$ cat src/rtl/hangman_keypad_pkg.sv
// -----------------------------------------------------------------------------
// hangman_keypad_pkg
// Shared definitions for the keypad-to-letter path of the Hangman front end:
// keypad codes ({row_onehot[7:4], col_onehot[3:0]}), the multi-tap FSM state
// type, the ASCII base letter and a helper that classifies letter keys.
// -----------------------------------------------------------------------------
package hangman_keypad_pkg;

  // Letter keys (phone layout: 2=ABC ... 9=WXYZ)
  localparam logic [7:0] KEY_2    = 8'h84;
  localparam logic [7:0] KEY_3    = 8'h82;
  localparam logic [7:0] KEY_4    = 8'h48;
  localparam logic [7:0] KEY_5    = 8'h44;
  localparam logic [7:0] KEY_6    = 8'h42;
  localparam logic [7:0] KEY_7    = 8'h28;
  localparam logic [7:0] KEY_8    = 8'h24;
  localparam logic [7:0] KEY_9    = 8'h22;

  // Control keys
  localparam logic [7:0] KEY_STAR = 8'h18;  // clear pending letter
  localparam logic [7:0] KEY_HASH = 8'h12;  // commit pending letter

  localparam logic [7:0] ASCII_A  = 8'h41;

  typedef enum logic {
    ST_IDLE    = 1'b0,
    ST_TAPPING = 1'b1
  } multitap_state_t;

  function automatic logic is_letter_key(input logic [7:0] key);
    case (key)
      KEY_2, KEY_3, KEY_4, KEY_5,
      KEY_6, KEY_7, KEY_8, KEY_9: return 1'b1;
      default:                    return 1'b0;
    endcase
  endfunction

endpackage

$ cat src/rtl/multitap_decode.sv
// -----------------------------------------------------------------------------
// multitap_decode
// Combinational map from a letter-key code and tap index to an uppercase
// ASCII letter, plus the size of that key's letter group (3, or 4 for 7/9).
// Non-letter codes decode as group 'A'..'C'; callers only present letter keys.
//
// Ports
//   digit       in  8  letter-key code
//   tap_count   in  2  tap index within the group
//   letter      out 8  ASCII letter
//   group_size  out 3  number of letters on this key
// -----------------------------------------------------------------------------
module multitap_decode
  import hangman_keypad_pkg::*;
(
  input  logic [7:0] digit,
  input  logic [1:0] tap_count,
  output logic [7:0] letter,
  output logic [2:0] group_size
);

  logic [4:0] base;

  // NOTE: every output of a combinational block gets a default before the
  // case statement so no path leaves it unassigned (which would infer a latch).
  always_comb begin
    base       = 5'd0;
    group_size = 3'd3;
    case (digit)
      KEY_2: base = 5'd0;
      KEY_3: base = 5'd3;
      KEY_4: base = 5'd6;
      KEY_5: base = 5'd9;
      KEY_6: base = 5'd12;
      KEY_7: begin base = 5'd15; group_size = 3'd4; end
      KEY_8: base = 5'd19;
      KEY_9: begin base = 5'd22; group_size = 3'd4; end
      default: ;
    endcase
  end

  assign letter = ASCII_A + {3'b000, base} + {6'b000000, tap_count};

endmodule

$ cat src/rtl/multitap_letter_fsm.sv
// -----------------------------------------------------------------------------
// multitap_letter_fsm
// Phone-style multi-tap letter entry. Repeated presses of one key cycle
// through its letters; a different letter key, '#', or (optionally) an idle
// timeout commits the pending letter into a one-entry valid/ready buffer.
// '*' discards the pending letter.
//
// Build option
//   MULTITAP_TIMEOUT_EN  defined: idle timer with auto-commit after
//                        TIMEOUT_CYCLES. Undefined: no timer; a pending letter
//                        waits indefinitely for '#' or another letter key.
//
// Ports
//   clk            in  1  system clock
//   nRst           in  1  asynchronous active-low reset
//   cur_key        in  8  keypad code, 0 = no key
//   strobe         in  1  one-cycle key-press event
//   letter_ready   in  1  downstream accepts letter
//   letter         out 8  committed ASCII letter
//   letter_valid   out 1  output buffer full
//   pending_letter out 8  letter being tapped, 0 when idle
//   tap_count      out 2  tap index within current key's group
//   overrun        out 1  pulse: commit refused, buffer full
// -----------------------------------------------------------------------------
module multitap_letter_fsm
  import hangman_keypad_pkg::*;
#(
  parameter int TIMEOUT_CYCLES = 10_000_000
) (
  input  logic       clk,
  input  logic       nRst,
  input  logic [7:0] cur_key,
  input  logic       strobe,
  input  logic       letter_ready,
  output logic [7:0] letter,
  output logic       letter_valid,
  output logic [7:0] pending_letter,
  output logic [1:0] tap_count,
  output logic       overrun
);

  multitap_state_t state, state_next;
  logic [7:0] digit, digit_next;
  logic [7:0] last_key;
  logic [7:0] event_key;
  logic [7:0] decoded;
  logic [2:0] group_size;
  logic [1:0] tap_next;
  logic       tap_wrap;
  logic       out_free;
  logic       commit;
  logic       overrun_next;
  logic       timer_clear;
  logic       timeout_hit;

  multitap_decode u_decode (
    .digit      (digit),
    .tap_count  (tap_count),
    .letter     (decoded),
    .group_size (group_size)
  );

  // A strobe with cur_key already released falls back to the last seen key.
  assign event_key      = (cur_key != 8'h00) ? cur_key : last_key;
  assign out_free       = !letter_valid || letter_ready;
  assign tap_wrap       = ({1'b0, tap_count} == (group_size - 3'd1));
  assign pending_letter = (state == ST_TAPPING) ? decoded : 8'h00;

`ifdef MULTITAP_TIMEOUT_EN
  localparam int TIMER_W = $clog2(TIMEOUT_CYCLES);
  localparam logic [TIMER_W-1:0] TIMER_LAST = TIMER_W'(TIMEOUT_CYCLES - 1);

  logic [TIMER_W-1:0] timer;

  // Counts idle cycles in TAPPING and saturates at TIMER_LAST so a stalled
  // commit fires on the first cycle the output buffer frees up.
  always_ff @(posedge clk or negedge nRst) begin
    if (!nRst) begin
      timer <= '0;
    end else if (timer_clear || state_next == ST_IDLE) begin
      timer <= '0;
    end else if (timer != TIMER_LAST) begin
      timer <= timer + TIMER_W'(1);
    end
  end

  assign timeout_hit = (state == ST_TAPPING) && (timer == TIMER_LAST);
`else
  logic unused_timer_inputs;
  assign unused_timer_inputs = timer_clear ^ (^TIMEOUT_CYCLES);
  assign timeout_hit         = 1'b0;
`endif

  // Key events outrank the timeout; an ignored key falls through to it.
  always_comb begin
    state_next   = state;
    digit_next   = digit;
    tap_next     = tap_count;
    commit       = 1'b0;
    overrun_next = 1'b0;
    timer_clear  = 1'b0;
    case (state)
      ST_IDLE: begin
        if (strobe && is_letter_key(event_key)) begin
          state_next  = ST_TAPPING;
          digit_next  = event_key;
          tap_next    = 2'd0;
          timer_clear = 1'b1;
        end
      end
      ST_TAPPING: begin
        if (strobe && event_key == digit) begin
          tap_next    = tap_wrap ? 2'd0 : tap_count + 2'd1;
          timer_clear = 1'b1;
        end else if (strobe && is_letter_key(event_key)) begin
          if (out_free) begin
            commit      = 1'b1;
            digit_next  = event_key;
            tap_next    = 2'd0;
            timer_clear = 1'b1;
          end else begin
            overrun_next = 1'b1;
          end
        end else if (strobe && event_key == KEY_HASH) begin
          if (out_free) begin
            commit     = 1'b1;
            state_next = ST_IDLE;
            tap_next   = 2'd0;
          end else begin
            overrun_next = 1'b1;
          end
        end else if (strobe && event_key == KEY_STAR) begin
          state_next = ST_IDLE;
          tap_next   = 2'd0;
        end else if (timeout_hit && out_free) begin
          commit     = 1'b1;
          state_next = ST_IDLE;
          tap_next   = 2'd0;
        end
      end
      default: state_next = ST_IDLE;
    endcase
  end

  // NOTE: sequential state uses non-blocking assignments so every register
  // samples the pre-edge values, independent of statement order.
  always_ff @(posedge clk or negedge nRst) begin
    if (!nRst) begin
      state     <= ST_IDLE;
      digit     <= 8'h00;
      tap_count <= 2'd0;
      last_key  <= 8'h00;
      overrun   <= 1'b0;
    end else begin
      state     <= state_next;
      digit     <= digit_next;
      tap_count <= tap_next;
      overrun   <= overrun_next;
      if (cur_key != 8'h00) begin
        last_key <= cur_key;
      end
    end
  end

  // One-entry output buffer; a same-cycle commit wins over the accept.
  always_ff @(posedge clk or negedge nRst) begin
    if (!nRst) begin
      letter       <= 8'h00;
      letter_valid <= 1'b0;
    end else if (commit) begin
      letter       <= decoded;
      letter_valid <= 1'b1;
    end else if (letter_ready) begin
      letter_valid <= 1'b0;
    end
  end

endmodule

$ cat config.mk
export PLATFORM = sky130hd
export DESIGN_NAME = multitap_letter_fsm
export DESIGN_NICKNAME = d
export VERILOG_FILES = /design/src/rtl/hangman_keypad_pkg.sv /design/src/rtl/multitap_decode.sv /design/src/rtl/multitap_letter_fsm.sv
export SDC_FILE = /design/constraint.sdc
export NUM_CORES = 1
export LEC_CHECK = 0
export ABC_AREA = 1
export BUFFER_PORTS_ARGS = -buffer_cell sky130_fd_sc_hd__clkbuf_2
export CAP_MARGIN = 10
export CORE_AREA = 2 2 63 65
export DETAILED_ROUTE_END_ITERATION = 8
export DIE_AREA = 0 0 65 67
export MAX_ROUTING_LAYER = met4
export PLACE_DENSITY_LB_ADDON = 0.05
export SKIP_LAST_GASP = 1
export SLEW_MARGIN = 20
export SYNTH_ARGS = -nofsm -noshare
export SYNTH_HDL_FRONTEND = slang
export SYNTH_SLANG_ARGS = --single-unit
$ cat constraint.sdc
create_clock -name clk -period 6 [get_ports clk]
set_clock_uncertainty 0.1 [all_clocks]
set_input_delay 1.2 -clock clk [delete_from_list [all_inputs] [get_ports clk]]
set_output_delay 1.2 -clock clk [all_outputs]
set_load 0.02 [all_outputs]
; ---- After elaboration in Yosys (flattened, before gate mapping)
; Index checks and enable logic that the tools add are counted.
[totals]
mem_bits_ro = 0
memories = 0
latchBits = 0
elab_cells = 88
in_bits = 12
mem_bits_rw = 0
out_inout_bits = 20
register_bits = 29
[op_classes]
n_mux = 39
reduce_logical = 13
n_eq_ne = 24
n_lt_le_gt_ge = 0
n_bitwise = 1
add_sub_neg = 4
shift = 0
div = 0
n_mul = 0
[ops]
columns = cell, count
row1 = "equality test 8 x 6 -> 1 bit, second input constant", 6
row2 = "equality test 8 x 7 -> 1 bit, second input constant", 6
row3 = two-way mux 8 bit, 6
row4 = one-hot mux 5 bit (7 select lines), 1
row5 = "equality test 8 bit, second input constant", 3
row6 = two-way mux 1 bit, 21
row7 = "equality test 8 x 5 -> 1 bit, second input constant", 2
row8 = one-hot mux 8 bit (2 select lines), 1
row9 = two-way mux 2 bit, 7
row10 = "adder 7 x 5 -> 8 bit, first input constant", 1
row11 = adder 8 x 2 -> 8 bit, 1
row12 = equality test 8 bit, 1
row13 = nonzero test 8 bit, 1
row14 = OR reduction 8 bit, 1
row15 = logical AND 1 bit, 5
row16 = "!= test 5 x 1 -> 1 bit, second input constant", 1
row17 = "!= test 2 x 1 -> 1 bit, second input constant", 2
row18 = "!= test 2 bit, second input constant", 2
row19 = one-hot mux 2 bit (2 select lines), 1
row20 = AND reduction 4 bit, 1
row21 = equality test 2 x 3 -> 1 bit, 1
row22 = two-way mux 3 bit, 1
row23 = "subtractor 3 x 1 -> 3 bit, second input constant", 1
row24 = "adder 2 x 1 -> 2 bit, second input constant", 1
row25 = 7 further kinds, 7

; ---- Depth between registers and ports, before layout
; Gate-level depths: netlist (run 1).
[depth]
depth_word = 12
mapped_depth = 16
ltp_nobuf = 16

; ---- Modules after synthesis
; Synthesis (run 1) repeated with hierarchy kept, for this count alone.
[unflattened]
hier_cells = 316
area_unflattened_um2 = 2316.0
[modules_own_cells]
columns = mod, cells_each, area_each_um2, n_inst, seq_area_each_um2
row1 = multitap_letter_fsm, 249, 1903.1, 1, 725.7
row2 = multitap_decode, 67, 412.9, 1, 0.0

; ---- Least setup slack after synthesis (run 1)
; Ideal clock, no wire load.
[synth_timing]
path_kind = reg-to-output
from = reg digit[6]
to = out pending_letter[3]
t_arrival_ns = 2.262
t_required_ns = 4.700
slack_ns = 2.438
path_stages_with_launch = 13
path_buffers = 0
cell_sequence = dfrtp_1 > inv_1 > nand4_1 > nor2_1 > nor4_1 > inv_1 > ha_1 > inv_1 > nor2_1 > o21ai_0 > xor2_1 > inv_1 > nor2_1
[synth_via]
elab_chain_len = 5
elab_cells_between_ends = 11
cone_classes = 2 x add/sub / 7 x eq/ne / 2 x mux
[synth_rtl]
columns = item, line_no
row1 = "start, declared", multitap_letter_fsm.sv:43  ; logic [7:0] digit, digit_next;
row2 = "start signal, assigned", multitap_letter_fsm.sv:156  ; digit <= digit_next;
row3 = equality test 8 x 6 -> 1 bit (tied with other cells), multitap_decode.sv:29  ; case (digit)
row4 = one-hot mux 5 bit (7 select lines) (*), multitap_decode.sv:29
row5 = adder 7 x 5 -> 8 bit (*), multitap_decode.sv:42  ; assign letter = ASCII_A + {3'b000, base} + {6'b000000, tap_count};
row6 = adder 8 x 2 -> 8 bit (*), multitap_decode.sv:42
row7 = two-way mux 8 bit (*), multitap_letter_fsm.sv:67  ; assign pending_letter = (state == ST_TAPPING) ? decoded : 8'h00;
row8 = "end, declared", multitap_letter_fsm.sv:37  ; output logic [7:0] pending_letter,
; Every way passes the cells marked *; elsewhere a longest branch is shown, timed or not.

; ---- Worst setup path in the final report (run 1)
; Ends and elaborated chain as after synthesis.

==> run metrics, run 1 <==
first-pass GRT wire length just under 7000 um; final net count between 300 and 400; IO Port Bufs 28; ys flop type dfrtp_1; fin crit period around 4000 ps; Worst-Skew Late Latency between 200 and 300 ps; commonest cells in the netlist nand2_1, inv_1, nor2_1; hold crit path type reg -> reg; CP Launch Type register; CP delay by family, top simple AND/OR/NAND/NOR gates; RSZ-0062 raised after global routing false; setup_tns 0 ps; die area approximately 4400 sq um; Mapped Avg Cell Area just over 7 sq um; slowest stage cell, crit path nor4_1; CP required 4700 ps; async set-or-reset flop fraction in the synthesized netlist 100%; core area about 3600 sq um; PwrDens roughly 240 nW/um^2; DRT antenna net count 0; max incr delay on CP around 460 ps; crit-path most repeated cell inv_1; CP bufs+invs 5; Die H approximately 67 um; Synth Cell Area between 1500 and 2000 sq um; post-layout util around three fifths; final number of setup-violating endpoints 0; ANT cells 0; status complete, no violations; IO Pins 32; routed len/inst between 10 and 15 um; Worst-path clk slew about 100 ps; R2R setup slack about 3500 ps; Yosys top cell by area dfrtp_1; register area about 700 sq um; initial antenna violation count 0; clock tree sinks 28; Slew headroom between 50% and 60%; fillcell total between 300 and 400; Leak about 1.2 nW; Final Hold Fails 0; Setup crit end kind primary output; Final Routed Wirelength 4000 um; worst path arrival time ~2700 ps; Worst R2R End letter[3]; worst setup path startpoint digit[6]; vias roughly 1700; synthesis-stage register bit count 28; CTS tree done; post-cts gate resize count 0; Tightest Pin Transition 690 ps; drt first-iter violations 53; worst r2r src digit[6]; Num CTS Buffers 3; area growth from synthesis to layout 12.2%; Max clock buf depth 2; area of the multi-input gates about 1000 sq um; CTS root buffer clkbuf_8; achievable clock frequency approximately 250 MHz; Worst path depth 13; CP Cell Sequence inv_1, nand4_1, nor2_1, nor4_1, inv_1, ha_1, inv_1, nor2_1, o21ai_0, xor2_1, inv_1, nor2_1, clkbuf_2; DRT Pass-1 Iters 4; Initial Util roughly 53%; EDFF count, synth 0; Synth Instances 269; CP max FO 6; layout cells sized above 1 around a fifth; Synth area leaders dfrtp_1, nand2_1, inv_1, nor2_1, nand3_1; period utilization ~67%; H-Tree Depth 1; Register-to-Register Path Depth 12; row count 22; routability-driven placement congestion ratio 0.908; # Max-Cap Violations 0; average vias per placed instance between 4 and 5; post-detail-place hpwl 3190 um; Max VDD drop between 0.1 and 0.15 mV; Congestion Overflow GR 0; sequential share of the synthesized area a little under two fifths; Setup CP Type reg -> out; largest net degree at the start of global routing 29; number of global-route vias before repair ~1500; top-area cell type share of the netlist area between 30 and 40%; Post-CTS Setup Bufs 0; Netlist cell types 27; synth warn 0; Tot GR Track Use a little over a fifth; drc violations 0; Slew Viols, Final 0; Die X 65 um; Pwr Total around 0.00051 W; most frequent cell after synthesis nand2_1; hold_buf cts 0; worst setup path endpoint pending_letter[3]
-- power by group --
group | total, W | switching, W | internal [W] | leakage [nW]
logic | 0.000163 | 0.000111 | 0.0000521 | 0.834
clock network | 0.000117 | 0.0000581 | 0.0000587 | 0.0288
registers | 0.000233 | 0.0000209 | 0.000212 | 0.350
total | 0.000512 | 0.000190 | 0.000323 | 1.21
-- worst min-delay path by stage --
stage | start | endpoint | slack (ps) | depth (start not counted)
2_1_floorplan | digit[1] | digit[1] | 360 | 2
3_3_place_gp | letter[6] | letter[6] | 350 | 2
3_5_place_dp | letter[6] | letter[6] | 350 | 2
4_1_cts | letter[6] | letter[6] | 380 | 2
5_1_grt | letter[6] | letter[6] | 400 | 2
6_report | letter[6] | letter[6] | 370 | 2
-- worst reg2reg max path, cell delays in order, from the launching register on --
cell and delay [ps]:
dfrtp_1 410, inv_1 100, nand4_1 210, nor2_1 110, nor4_1 460, inv_1 90, ha_1 280, inv_1 50
nor2_1 30, o21ai_0 180, xor2_1 220, nand4_1 120, nand2_1 80
-- flip-flops by register name, summed over array words and instances, names as in the netlist --
name,flops
overrun,1
state,1
digit,8
last_key,8
letter,7
tap_count,2
letter_valid,1
-- layer usage --
layer,GRT usage (%),up-vias,part of all wire (%)
met5,-,-,0
met4,5.05,0,0.83
met3,1.69,4,5.5
met2,34.4,47,46
met1,28.6,779,48
li1,-,895,-
-- layout by cell type (no fill, tap or decap), types with 7 or more instances in the layout --
| master | synthesis | final |
|---|---|---|
| nand2_1 | 77 | 77 |
| inv_1 | 36 | 36 |
| nor2_1 | 34 | 34 |
| dfrtp_1 | 28 | 28 |
| clkbuf_2 | 0 | 28 |
| nand3_1 | 22 | 22 |
| nand2_2 | 14 | 14 |
| nand4_1 | 10 | 10 |
| nand2_4 | 8 | 8 |
| a21oi_1 | 7 | 7 |
-- area by class of cell --
type / instances / area share (%)
well taps: 48 / 2.81
multi-input cells: 199 / 48.3
repair buffers: 28 / 6.55
clock buffers: 4 / 2.57
inverters: 40 / 7.02
flip-flops and latches: 28 / 32.7
-- per-stage QoR --
stage / worst slack (ps) / cells / instance area [sq um] / hold WS [ps]
6_report: 1990 / 347 / 2140 / 370
5_1_grt: 1800 / 347 / 2140 / 402
4_1_cts: 1970 / 347 / 2140 / 376
2_1_floorplan: 2440 / 271 / 1910 / 363
3_5_place_dp: 2280 / 343 / 2080 / 352
3_3_place_gp: 2340 / 343 / 2080 / 345
-- kinds of logic after synthesis --
kind of cell	count (synthesis)	share of synthesized area, %
buf+inv	44	9.45
simple gates	176	46.1
flops	28	36.7
xor+xnor	2	0.919
other cells	1	0.197
compound gates	15	4.20
fa+ha+maj	3	2.36
Note: power is estimated with default switching activity, not from simulation.
==> run 2, diff against run 1 <==
- ABC_AREA: 1 -> 0
- CORE_AREA: 2 2 63 65 -> 2 2 61 63
- DIE_AREA: 0 0 65 67 -> 0 0 63 65
- clock period: 6 -> 3.7 ns (I/O delays scaled with it)
==> run metrics, run 2 <==
status finished with violations; failing checks negative setup slack; switching share of total power 37.5%; Setup CP Type reg -> out; routed len/inst around 15 um; part of the power in the clock network 15.7%; IO Port Bufs 28; routability-driven placement congestion ratio between 0.8 and 0.9; Num CTS Buffers 3; fin crit period roughly 3900 ps; Die H approximately 65 um; ANT cells 0; CP required 2860 ps; DRT Pass-1 Iters 4; # Max-Cap Violations 0; Congestion Overflow GR 0; IO Pins 32; Setup crit end kind primary output; Initial Util between 50% and 60%; Yosys top cell by area dfrtp_1; layout cells sized above 1 around half; CTS tree done; Max VDD drop 0.226 mV; post-detail-place hpwl between 2000 and 3000 um; Die X 63 um; synth warn 0; Synth Instances 170; die area a little over 4000 sq um; Worst-path clk slew 160 ps; Seq pwr share 39.4%; ys flop type dfrtp_1; internal power a little over 0.0006 W; design area 2330 sq um; Final Routed Wirelength between 4000 and 5000 um; most frequent cell after synthesis dfrtp_1; Largest regs digit: 8 flops, last_key: 8 flops, letter: 7 flops; clock tree sinks 28; Synth Cell Area about 1800 sq um; average vias per placed instance 5.15; top-area cell type share of the netlist area between 30% and 40%; hold crit path type in -> async; final net count approximately 240; sequential share of the synthesized area about two fifths; row count 22; Tightest Pin Transition 700 ps; Final WS setup -163 ps; largest net degree at the start of global routing 29; final instance count without filler cells about 270; initial antenna violation count 0; CP Launch Type register; synthesis-stage register bit count 28; setup_tns -263 ps; Netlist cell types 48; most frequent cells in the layout dfrtp_1, buf_4, clkbuf_2, inv_1, nor2b_1; Post-DP Area between 2000 and 2500 sq um; Comb pwr share ~45%; Placed Cells around 260; CTS root buffer clkbuf_4; Leak approximately 1.1 nW; Synth area leaders dfrtp_1, mux2_2, nor2b_1, xnor2_1, inv_1; Slew Viols, Final 0; switching power between 0.0003 and 0.0004 W; R2R setup slack ~90 ps; achievable clock frequency 259 MHz; number of global-route vias before repair 1386; Mapped Avg Cell Area slightly above 10 sq um; first-pass GRT wire length between 6000 and 7000 um; Max clock buf depth 2; vias roughly 1400; period utilization 104%; worst path arrival time between 3000 and 4000 ps; drt first-iter violations just under 60; final number of setup-violating endpoints 2; pre-CTS setup slack -63.8 ps; CP max FO 4; Worst-Skew Late Latency between 300 and 400 ps; Tot GR Track Use ~22%; fillcell total roughly 300; Final Hold Fails 0; H-Tree Depth 1; async set-or-reset flop fraction in the synthesized netlist 100%; PwrDens ~420 nW/um^2; area growth from synthesis to layout 32.1%; register area ~700 sq um; RSZ-0062 raised after global routing true; Pwr Total between 0.0009 and 0.001 W; DRT antenna net count 0; most common cell after layout, fill and taps aside dfrtp_1; core area about 3500 sq um; EDFF count, synth 0; drc violations 0; area of the multi-input gates around 1100 sq um; Slew headroom about 53%; commonest cells in the netlist dfrtp_1, inv_1, nor2b_1
run 2: path summary, 6_finish.rpt:
check / start / to / depth (start not counted)
max reg2reg: digit[3] / letter[4] / 20
min: nRst / letter_valid / 1
min reg2reg: letter[6] / letter[6] / 1
min in group clk: letter[6] / letter[6] / 1
max: digit[3] / pending_letter[3] / 14
max in group asynchronous: nRst / digit[3] / 1
run 2: through the flow:
| stage | hold slack [ps] | util [%] |
|---|---|---|
| detailed placement | 362 | 57.7 |
| global route | 365 | 66.6 |
| finish | 318 | 66.6 |
| floorplan | 344 | - |
| CTS | 343 | 64.0 |
| global placement | 347 | 57.7 |
run 2: what timing repair did:
item                                    CTS  global route
pin swaps                                10            14
resized for setup                        24            18
endpoints found under the hold margin     0             0
endpoints found under the setup margin    3             5
buffers inserted                         12             4
hold buffers                              0             0
run 2: critical path, stage by stage, from the launching register on:
cell,delay (ps)
dfrtp_2,470
nor4b_4,350
inv_2,80
nor3b_2,210
a21oi_2,70
nor3_4,180
a211oi_2,60
inv_1,100
ha_4,210
a21oi_4,140
mux2_4,320
a21oi_2,140
o21ai_2,80
and2_4,150
buf_8,120
run 2: logic make-up after synthesis:
kind of cell	count (synthesis)	synth area share (%)
and+or+nand+nor	58	22.3
AOI/OAI and AO/OA	34	14.9
DFF	28	39.7
buffers and inverters	23	6.60
muxes	13	8.73
xor gates and xnor gates	10	4.97
adders and majority gates	3	2.55
other	1	0.213
run 2: area by class of cell:
class                           instances  area share (%)
Multi-Input combinational cell        121            47.3
Sequential cell                        28            30.1
Timing Repair Buffer                   55            15.7
Inverter                               17            2.74
Tap cell                               48            2.58
Clock buffer                            4            1.56
run 2: layer usage:
metal	vias up	share of wire (%)	track usage, %
met3	6	2.5	2.78
met2	22	48	36.2
li1	707	-	-
met1	672	48	28.0
met4	0	1.5	6.11
met5	-	0	-
run 2: power by group through the flow:
stage	Clock (W)	Sequential, W	Combinational, W
6_report	0.000154	0.000386	0.000439
5_1_grt	0.000171	0.000391	0.000476
4_1_cts	0.000156	0.000383	0.000389
3_5_place_dp	0	0.000386	0.000342
3_3_place_gp	0	0.000382	0.000334
2_1_floorplan	0	0.000396	0.000205
